$ cat src/rtl/updi_pkg.sv
// updi_pkg: shared types for the UPDI transaction sequencer.
// Error codes reported per command and the controller states.
package updi_pkg;

    typedef enum logic [1:0] {
        ERR_NONE    = 2'd0,
        ERR_FRAME   = 2'd1,
        ERR_ECHO    = 2'd2,
        ERR_TIMEOUT = 2'd3
    } updi_err_t;

    typedef enum logic [2:0] {
        S_IDLE,
        S_LOAD,
        S_SEND,
        S_ECHO,
        S_RECV,
        S_DONE,
        S_ERR
    } updi_state_t;

endpackage

$ cat src/rtl/updi_txn_ctrl_if.sv
// updi_txn_ctrl_if: command, byte-stream and UART-side signals.
// slave is the controller view, master the host/UART view.
interface updi_txn_ctrl_if
    import updi_pkg::*;
#(
    parameter int LEN_W = 4
) ();

    logic             cmd_valid;
    logic             cmd_ready;
    logic [LEN_W-1:0] cmd_tx_len;
    logic [LEN_W-1:0] cmd_rx_len;
    logic [7:0]       tx_byte;
    logic             tx_byte_valid;
    logic             tx_byte_ready;
    logic [7:0]       rx_byte;
    logic             rx_byte_valid;
    logic             done;
    updi_err_t        err_code;
    logic             busy;
    logic [7:0]       uart_tx_data;
    logic             uart_transmit_start;
    logic             uart_transmit_ready;
    logic [7:0]       uart_rx_data;
    logic             uart_rx_data_valid;
    logic             uart_rx_error;

    modport slave (
        input  cmd_valid, cmd_tx_len, cmd_rx_len,
        input  tx_byte, tx_byte_valid,
        input  uart_transmit_ready,
        input  uart_rx_data, uart_rx_data_valid,
        input  uart_rx_error,
        output cmd_ready, tx_byte_ready,
        output rx_byte, rx_byte_valid,
        output done, err_code, busy,
        output uart_tx_data, uart_transmit_start
    );

    modport master (
        output cmd_valid, cmd_tx_len, cmd_rx_len,
        output tx_byte, tx_byte_valid,
        output uart_transmit_ready,
        output uart_rx_data, uart_rx_data_valid,
        output uart_rx_error,
        input  cmd_ready, tx_byte_ready,
        input  rx_byte, rx_byte_valid,
        input  done, err_code, busy,
        input  uart_tx_data, uart_transmit_start
    );

endinterface

$ cat src/rtl/updi_timeout.sv
// updi_timeout: loadable down-counter guarding echo/response waits.
// The clearing cycle counts as the first cycle of the wait.
module updi_timeout #(
    parameter int CYCLES = 65535
) (
    input  logic clk,
    input  logic rst,
    input  logic i_clear,
    input  logic i_enable,
    output logic o_expired
);

    localparam int W = $clog2(CYCLES + 1);
    localparam logic [W-1:0] LOAD_VAL = W'(CYCLES - 1);

    logic [W-1:0] r_cnt;

    // Reload on clear, otherwise count down to zero and hold.
    always_ff @(posedge clk) begin
        if (rst) begin
            r_cnt <= '0;
        end else if (i_clear) begin
            r_cnt <= LOAD_VAL;
        end else if (i_enable && r_cnt != '0) begin
            r_cnt <= r_cnt - W'(1);
        end
    end

    assign o_expired = (r_cnt == '0);

endmodule

$ cat src/rtl/updi_txn_ctrl.sv
// updi_txn_ctrl: sends N bytes over the looped-back UPDI UART,
// checks each echo, then collects M response bytes under a timeout.
module updi_txn_ctrl
    import updi_pkg::*;
#(
    parameter int LEN_W          = 4,
    parameter int TIMEOUT_CYCLES = 65535
) (
    input  logic          clk,
    input  logic          rst,
    updi_txn_ctrl_if.slave bus
);

    updi_state_t      r_state;
    logic [LEN_W-1:0] r_tx_cnt;
    logic [LEN_W-1:0] r_rx_cnt;
    logic [7:0]       r_tx_data;
    logic [7:0]       r_rx_byte;
    logic             r_rx_valid;
    logic             r_done;
    updi_err_t        r_err;

    logic w_wait;
    logic w_tmo_clr;
    logic w_expired;

    // Counter is held loaded outside the waits and on every byte.
    assign w_wait    = (r_state == S_ECHO) || (r_state == S_RECV);
    assign w_tmo_clr = !w_wait || bus.uart_rx_data_valid;

    updi_timeout #(
        .CYCLES (TIMEOUT_CYCLES)
    ) u_tmo (
        .clk       (clk),
        .rst       (rst),
        .i_clear   (w_tmo_clr),
        .i_enable  (w_wait),
        .o_expired (w_expired)
    );

    // Sequencer: done and err_code are set on the entering edge.
    always_ff @(posedge clk) begin
        if (rst) begin
            r_state    <= S_IDLE;
            r_tx_cnt   <= '0;
            r_rx_cnt   <= '0;
            r_tx_data  <= '0;
            r_rx_byte  <= '0;
            r_rx_valid <= 1'b0;
            r_done     <= 1'b0;
            r_err      <= ERR_NONE;
        end else begin
            r_done     <= 1'b0;
            r_rx_valid <= 1'b0;
            unique case (r_state)
                S_IDLE: begin
                    if (bus.cmd_valid) begin
                        r_tx_cnt <= bus.cmd_tx_len;
                        r_rx_cnt <= bus.cmd_rx_len;
                        r_err    <= ERR_NONE;
                        if (bus.cmd_tx_len != '0) begin
                            r_state <= S_LOAD;
                        end else if (bus.cmd_rx_len != '0) begin
                            r_state <= S_RECV;
                        end else begin
                            r_state <= S_DONE;
                            r_done  <= 1'b1;
                        end
                    end
                end
                S_LOAD: begin
                    if (bus.tx_byte_valid) begin
                        r_tx_data <= bus.tx_byte;
                        r_tx_cnt  <= r_tx_cnt - LEN_W'(1);
                        r_state   <= S_SEND;
                    end
                end
                S_SEND: begin
                    if (bus.uart_transmit_ready) begin
                        r_state <= S_ECHO;
                    end
                end
                S_ECHO: begin
                    if (bus.uart_rx_error) begin
                        r_err   <= ERR_FRAME;
                        r_done  <= 1'b1;
                        r_state <= S_ERR;
                    end else if (bus.uart_rx_data_valid) begin
                        if (bus.uart_rx_data != r_tx_data) begin
                            r_err   <= ERR_ECHO;
                            r_done  <= 1'b1;
                            r_state <= S_ERR;
                        end else if (r_tx_cnt != '0) begin
                            r_state <= S_LOAD;
                        end else if (r_rx_cnt != '0) begin
                            r_state <= S_RECV;
                        end else begin
                            r_done  <= 1'b1;
                            r_state <= S_DONE;
                        end
                    end else if (w_expired) begin
                        r_err   <= ERR_TIMEOUT;
                        r_done  <= 1'b1;
                        r_state <= S_ERR;
                    end
                end
                S_RECV: begin
                    if (bus.uart_rx_error) begin
                        r_err   <= ERR_FRAME;
                        r_done  <= 1'b1;
                        r_state <= S_ERR;
                    end else if (bus.uart_rx_data_valid) begin
                        r_rx_byte  <= bus.uart_rx_data;
                        r_rx_valid <= 1'b1;
                        r_rx_cnt   <= r_rx_cnt - LEN_W'(1);
                        if (r_rx_cnt == LEN_W'(1)) begin
                            r_done  <= 1'b1;
                            r_state <= S_DONE;
                        end
                    end else if (w_expired) begin
                        r_err   <= ERR_TIMEOUT;
                        r_done  <= 1'b1;
                        r_state <= S_ERR;
                    end
                end
                S_DONE, S_ERR: begin
                    r_state <= S_IDLE;
                end
                default: begin
                    r_state <= S_IDLE;
                end
            endcase
        end
    end

    // Start is gated by ready so it can never fire while busy.
    assign bus.uart_transmit_start =
        (r_state == S_SEND) && bus.uart_transmit_ready;

    assign bus.cmd_ready     = (r_state == S_IDLE);
    assign bus.tx_byte_ready = (r_state == S_LOAD);
    assign bus.busy          = (r_state != S_IDLE);
    assign bus.uart_tx_data  = r_tx_data;
    assign bus.rx_byte       = r_rx_byte;
    assign bus.rx_byte_valid = r_rx_valid;
    assign bus.done          = r_done;
    assign bus.err_code      = r_err;

endmodule

$ cat src/flat_wrapper.sv
// flat-port wrapper written by rule: the top's interface ports become plain ports
module updi_txn_ctrl_flat import updi_pkg::*;
#(
    parameter int LEN_W          = 4,
    parameter int TIMEOUT_CYCLES = 65535
)
  (clk, rst, bus_cmd_valid, bus_cmd_tx_len, bus_cmd_rx_len, bus_tx_byte, bus_tx_byte_valid, bus_uart_transmit_ready, bus_uart_rx_data, bus_uart_rx_data_valid, bus_uart_rx_error, bus_cmd_ready, bus_tx_byte_ready, bus_rx_byte, bus_rx_byte_valid, bus_done, bus_err_code, bus_busy, bus_uart_tx_data, bus_uart_transmit_start);
  updi_txn_ctrl_if #(.LEN_W(LEN_W)) bus_i ();
  input  logic clk;
  input  logic rst;
  input wire logic [$bits(bus_i.cmd_valid)-1:0] bus_cmd_valid;
  input wire logic [$bits(bus_i.cmd_tx_len)-1:0] bus_cmd_tx_len;
  input wire logic [$bits(bus_i.cmd_rx_len)-1:0] bus_cmd_rx_len;
  input wire logic [$bits(bus_i.tx_byte)-1:0] bus_tx_byte;
  input wire logic [$bits(bus_i.tx_byte_valid)-1:0] bus_tx_byte_valid;
  input wire logic [$bits(bus_i.uart_transmit_ready)-1:0] bus_uart_transmit_ready;
  input wire logic [$bits(bus_i.uart_rx_data)-1:0] bus_uart_rx_data;
  input wire logic [$bits(bus_i.uart_rx_data_valid)-1:0] bus_uart_rx_data_valid;
  input wire logic [$bits(bus_i.uart_rx_error)-1:0] bus_uart_rx_error;
  output wire logic [$bits(bus_i.cmd_ready)-1:0] bus_cmd_ready;
  output wire logic [$bits(bus_i.tx_byte_ready)-1:0] bus_tx_byte_ready;
  output wire logic [$bits(bus_i.rx_byte)-1:0] bus_rx_byte;
  output wire logic [$bits(bus_i.rx_byte_valid)-1:0] bus_rx_byte_valid;
  output wire logic [$bits(bus_i.done)-1:0] bus_done;
  output wire logic [$bits(bus_i.err_code)-1:0] bus_err_code;
  output wire logic [$bits(bus_i.busy)-1:0] bus_busy;
  output wire logic [$bits(bus_i.uart_tx_data)-1:0] bus_uart_tx_data;
  output wire logic [$bits(bus_i.uart_transmit_start)-1:0] bus_uart_transmit_start;
  assign bus_i.cmd_valid = bus_cmd_valid;
  assign bus_i.cmd_tx_len = bus_cmd_tx_len;
  assign bus_i.cmd_rx_len = bus_cmd_rx_len;
  assign bus_i.tx_byte = bus_tx_byte;
  assign bus_i.tx_byte_valid = bus_tx_byte_valid;
  assign bus_i.uart_transmit_ready = bus_uart_transmit_ready;
  assign bus_i.uart_rx_data = bus_uart_rx_data;
  assign bus_i.uart_rx_data_valid = bus_uart_rx_data_valid;
  assign bus_i.uart_rx_error = bus_uart_rx_error;
  assign bus_cmd_ready = bus_i.cmd_ready;
  assign bus_tx_byte_ready = bus_i.tx_byte_ready;
  assign bus_rx_byte = bus_i.rx_byte;
  assign bus_rx_byte_valid = bus_i.rx_byte_valid;
  assign bus_done = bus_i.done;
  assign bus_err_code = bus_i.err_code;
  assign bus_busy = bus_i.busy;
  assign bus_uart_tx_data = bus_i.uart_tx_data;
  assign bus_uart_transmit_start = bus_i.uart_transmit_start;
  updi_txn_ctrl #(.LEN_W(LEN_W), .TIMEOUT_CYCLES(TIMEOUT_CYCLES)) u_core (.clk(clk), .rst(rst), .bus(bus_i));
endmodule
$ cat config.mk
export PLATFORM = sky130hd
export DESIGN_NAME = updi_txn_ctrl_flat
export DESIGN_NICKNAME = d
export VERILOG_FILES = /design/src/rtl/updi_pkg.sv /design/src/rtl/updi_txn_ctrl_if.sv /design/src/rtl/updi_timeout.sv /design/src/rtl/updi_txn_ctrl.sv /design/src/flat_wrapper.sv
export SDC_FILE = /design/constraint.sdc
export NUM_CORES = 1
export LEC_CHECK = 0
export ABC_AREA = 1
export CORE_MARGIN = 4
export CORE_UTILIZATION = 52
export CTS_CLUSTER_DIAMETER = 120
export CTS_CLUSTER_SIZE = 25
export DETAILED_ROUTE_END_ITERATION = 10
export PLACE_DENSITY_LB_ADDON = 0.25
export SLEW_MARGIN = 20
export SYNTH_ARGS = -nofsm -noshare
export SYNTH_HDL_FRONTEND = slang
export SYNTH_HIERARCHICAL = 1
export SYNTH_SLANG_ARGS = --single-unit
$ cat constraint.sdc
create_clock -name clk -period 2.1 [get_ports clk]
set_clock_uncertainty 0.2 [all_clocks]
set_input_delay 0.42 -clock clk [delete_from_list [all_inputs] [get_ports clk]]
set_output_delay 0.42 -clock clk [all_outputs]
set_load 0.05 [all_outputs]
Yosys cells after proc, flatten, opt, wreduce, memory -nomap -nowiden
Index checks and enable logic that the tools add are counted.

Add/subtract/negate cells: 3. Equal/unequal tests: 14. Muxes and demuxes: 46. Bitwise operators: 2. Reductions and logical operators: 25.

Operators with widths (number): $mux W3 (12); $mux W16 (2); $mux W4 (5); $logic_not A16 Y1 (1); $pmux W4 S2 (2); $reduce_bool A16 Y1 (1); $reduce_bool A4 Y1 (4); $sub A16 B1 Y16 const B (1); $mux W1 (15); $pmux W3 S5 (1); $mux W2 (7); $reduce_and A4 Y1 (3); $ne A2 B2 Y1 const B (5); $ne A4 B4 Y1 const B (2); $ne A8 B8 Y1 (1); $sub A4 B1 Y4 const B (2); $eq A3 B2 Y1 const B (2); $pmux W2 S3 (1); $reduce_and A3 Y1 (2); $reduce_bool A2 Y1 (3); $reduce_bool A3 Y1 (2); $eq A4 B1 Y1 const B (1); $eq A3 B1 Y1 const B (1); $eq A3 B3 Y1 const B (1); 10 further kinds (13).

Register bits after elaboration: 47. Input port bits: 31.

Depth between registers and ports, before layout
Depth in word-level cells: 7. Gate-level depth with buffers: 12. Gate-level depth less buffers: 12.

Cells and area by module
The synthesis kept the hierarchy.

By module, submodules not included: updi_txn_ctrl (times used 1, cells each 264, area an instance 1732.9 um2); updi_timeout (times used 1, cells each 185, area an instance 1156.1 um2).

Worst setup path before layout
OpenSTA, ideal clock, no wires.

Path kind: register to register. Start point: reg u_core.u_tmo.r_cnt[0]. End point: reg u_core.r_state[2]. Setup time: 0.070 ns. Arrival: 1.622 ns. Data required time: 1.830 ns. Path slack: 0.208 ns. Cell stages (with the launch flop): 11. Buffers on the path: 0. Cell sequence: dfxtp_1 -> inv_1 -> ha_1 -> nand2_2 -> nor4_1 -> inv_1 -> a31oi_1 -> o21ai_1 -> nand2_1 -> nand2_1 -> a21oi_1.

Word-level cells in the longest chain between the ends: 5. Elaborated cells between the ends (all ways): 7.

Ends and longest elaborated chain: start, declared (line updi_timeout.sv:16) `logic [W-1:0] r_cnt;`; start signal, assigned (line updi_timeout.sv:25) `r_cnt <= r_cnt - W'(1);`; $logic_not A16 Y1 * (line updi_timeout.sv:29) `assign o_expired = (r_cnt == '0);`; net u_core.w_expired (line updi_txn_ctrl.sv:25) `logic w_expired;`; $mux W3 *; $mux W3 (on tied branches) (2 in series); $pmux W3 S5 *; end signal, assigned (line updi_txn_ctrl.sv:44) `r_state <= S_IDLE;`; end signal, assigned (line updi_txn_ctrl.sv:62) `r_state <= S_LOAD;`; end signal, assigned (line updi_txn_ctrl.sv:64) `r_state <= S_RECV;`; end, declared (line updi_txn_ctrl.sv:14) `updi_state_t r_state;`.

The timed path passes the listed nets; every way through them passes the cells marked *. A chain may end at the register's enable or synchronous reset.

Worst setup path in the final report
Start point: reg u_core.r_done, in the netlist u_core/bus.done. End point: out bus_done.

RTL lines: start, declared (line updi_txn_ctrl.sv:20) `logic r_done;`; start signal, assigned (line updi_txn_ctrl.sv:50) `r_done <= 1'b0;`; start signal, assigned (line updi_txn_ctrl.sv:53) `r_done <= 1'b0;`; start signal, assigned (line updi_txn_ctrl.sv:67) `r_done <= 1'b1;`; end, declared (line flat_wrapper.sv:24) `output wire logic [$bits(bus_i.done)-1:0] bus_done;`.

No word-level cell between the ends.

==> summary.txt <==
Route
  – Drt wl/cell: 12.44 um
  – DR DRC count: 0
  – DRT iter0 DRCs: 207
  – ANT nets after route: 0
  – WL final: 7.267 mm
  – Vias per inst: 5.127
  – Vias post-DR: 2994
  – Pre-antenna DRT Iters: 4

Run status
  – Status: finished clean

Timing
  – Max-slew headroom: 66.96%
  – Slew Viols, Final: 0
  – Fin crit share: 97.11%
  – Final-report hold violation count: 0
  – Setup TNS Final: 0 ns
  – Worst slew pin tran: 0.4940 ns
  – Final setup fails: 0
  – Min Tclk post-route: 2.039 ns
  – Worst setup margin: 0.06072 ns
  – Maximum clock rate: 0.4904 GHz

Clocking
  – Hold_buf cts: 0
  – Post-CTS Resized: 0
  – CTS tree: yes
  – H-tree Lvls: 2
  – CTS max path bufs: 2
  – Clock slew at reported path FFs: 0.09 ns
  – CTS buffer count: 5
  – Worst-Skew Late Latency: 0.30 ns
  – CTS sink count: 47
  – Postcts setup bufs: 0
  – Clk root buf: clkbuf_8

Cells and area
  – Layout cells sized above 1: 14.20%
  – Layout area overhead: 26.98%
  – # diodes: 0
  – Fill cells: 475
  – Design Area, Final: 0.003669 mm2
  – Final #Nets: 548
  – Layout Utilization: 70.04%

Logic synthesis
  – Post-Synthesis Cell Area: 0.002889 mm2
  – Syn Inst Count: 449
  – Dominant cell type by area after synthesis: dfxtp_1
  – Post-synth EDFFs: 0
  – Avg Cell Area, Syn: 6.434 um2
  – Synth top area share: 32.57%
  – Post-synthesis sequential area ratio: 32.57%
  – Syn nets: 484
  – Primary FF master, synth: dfxtp_1
  – Post-synth top cells: nand2_1, nor2_1, inv_1
  – Synth area leaders: dfxtp_1, nand2_1, nor2_1
  – Synth warnings: 6
  – Synthesized flop and latch total: 47
  – Asr flop ratio synth: 0%
  – Most common cell in the netlist: nand2_1
  – Synth unique cells: 37

Hold path
  – Class of the tightest hold or removal check: reg -> reg

Power
  – Logic gate share of total power: 54.7%
  – Switching part of the total: 46.27%
  – Seq pwr share: 31.0%
  – Clock power share: 14.3%
  – NetSw: 1.809 mW
  – P_int: 2.100 mW
  – P_leak: 1.703 nW
  – Pwr dens: 1066 mW/mm2
  – Worst VDD drop: 854.9 uV

Floorplanning
  – Die Y: 82.54 um
  – Die Footprint: 0.006812 mm2
  – IO Pins: 55
  – Starting Density: 55.16%
  – Placement row count: 26
  – Die X: 82.54 um
  – Core area: 0.005238 mm2

Global route
  – GRT Residual Overflow: 0
  – Vias in the first global route: 2796
  – Overall routing resource usage: 22.81%
  – Initial antenna violation count: 0
  – First-pass GRT wire length: 12.25 mm
  – Largest net degree at the start of global routing: 24

Setup path
  – Critical Path RT: 1.48 ns
  – CP Class: reg -> out
  – Delay-heaviest family, CP: buffers and inverters
  – Worst-path cell chain: clkdlybuf4s50_1
  – Slowest CP cell: clkdlybuf4s50_1
  – Max Fanout on Critical Path: 1
  – Startpoint types: flip-flop
  – Worst Setup End Kind: output pin
  – Crit path arrival time: 1.42 ns
  – Crit-path max cell delay: 0.79 ns
  – CP Buf/Inv Count: 1

Place
  – Dpl hpwl: 5.690 mm
  – Pre-CTS WS: -0.02972 ns
  – Number of port buffers: 54
  – Placer Congestion: 0.8999
  – Placed cell area: 0.003553 mm2

Job
  – Max cap viols: 0
## power by group through the flow
stage	Sequential, mW	Combinational (mW)	Clock [mW]
CTS	1.21	2.13	0.569
global route	1.23	2.35	0.603
floorplan	1.39	1.28	0
finish	1.21	2.14	0.558
global placement	1.23	2.07	0
detailed placement	1.23	2.12	0
## per-stage QoR
| step | std cells | hold WS (ns) | power, mW |
|---|---|---|---|
| 3_5_place_dp | 576 | 0.2629 | 3.345 |
| 6_report | 584 | 0.2710 | 3.909 |
| 4_1_cts | 584 | 0.2755 | 3.905 |
| 3_3_place_gp | 576 | 0.2487 | 3.298 |
| 2_1_floorplan | 449 | 0.2389 | 2.660 |
| 5_1_grt | 584 | 0.3062 | 4.184 |
## sequential cells by signal, summed over array words and instances, names as in the netlist
register / count
u_core/r_rx_cnt: 4
u_core/u_tmo/r_cnt: 16
u_core/r_tx_cnt: 4
u_core/r_state: 3
u_core/bus.rx_byte: 8
u_core/bus.rx_byte_valid: 1
u_core/bus.err_code: 2
u_core/bus.done: 1
u_core/bus.uart_tx_data: 8
## worst paths after layout
| kind | startpoint | end | slack (ns) | depth (start not counted) |
|---|---|---|---|---|
| worst max-delay path | u_core/bus.done | bus_done | 0.06 | 1 |
| worst min-delay path | u_core/r_tx_cnt[2] | u_core/r_tx_cnt[2] | 0.27 | 2 |
| worst max register to register | u_core/u_tmo/r_cnt[0] | u_core/r_state[2] | 0.13 | 11 |
| worst min register to register | u_core/r_tx_cnt[2] | u_core/r_tx_cnt[2] | 0.27 | 2 |
## cells by family after synthesis
family	count (synthesis)	synth area share [%]
simple gates	229	36.25
flops	47	32.57
xor+xnor	9	2.729
buf+inv	83	12.26
compound gates	77	14.46
fa+ha+maj	4	1.732
## routing by layer
| metal | vias to the layer above | global-route usage (%) | share of wire [%] |
|---|---|---|---|
| met1 | 1348 | 29.38 | 45 |
| li1 | 1554 | - | - |
| met3 | 11 | 5.640 | 7.0 |
| met5 | - | 0 | 0 |
| met2 | 81 | 37.98 | 46 |
| met4 | 0 | 6.046 | 1.5 |
## cell usage in the layout (no fill, tap or decap), types with 2 or more instances in the layout
| master | n |
|---|---|
| nand4_1 | 9 |
| a21oi_1 | 26 |
| xnor2_1 | 6 |
| nor2_1 | 76 |
| buf_12 | 5 |
| a211oi_1 | 3 |
| dfxtp_1 | 47 |
| nand2_4 | 2 |
| nand3_2 | 2 |
| clkbuf_8 | 5 |
| nor2_4 | 2 |
| ha_1 | 3 |
| nor2_2 | 5 |
| nand3_1 | 29 |
| clkdlybuf4s50_1 | 32 |
| nor3_1 | 2 |
| nor4_4 | 2 |
| nand3b_1 | 2 |
| inv_2 | 4 |
| buf_4 | 33 |
| o21ai_1 | 3 |
| o21ai_0 | 38 |
| xor2_1 | 3 |
| nand2_2 | 4 |
| inv_1 | 66 |
| a31oi_1 | 2 |
| nand2_1 | 90 |
## final cells by class
type / count / area, um2 / share of cell area (%)
tap: 70 / 87.58 / 2.387
multi-input combinational: 319 / 1620 / 44.17
clock inverter: 2 / 16.27 / 0.4434
clock buffer: 6 / 72.57 / 1.978
timing repair buffer: 70 / 668.1 / 18.21
inverter: 70 / 262.8 / 7.162
sequential: 47 / 940.9 / 25.65
(Power assumes the default switching activity.)
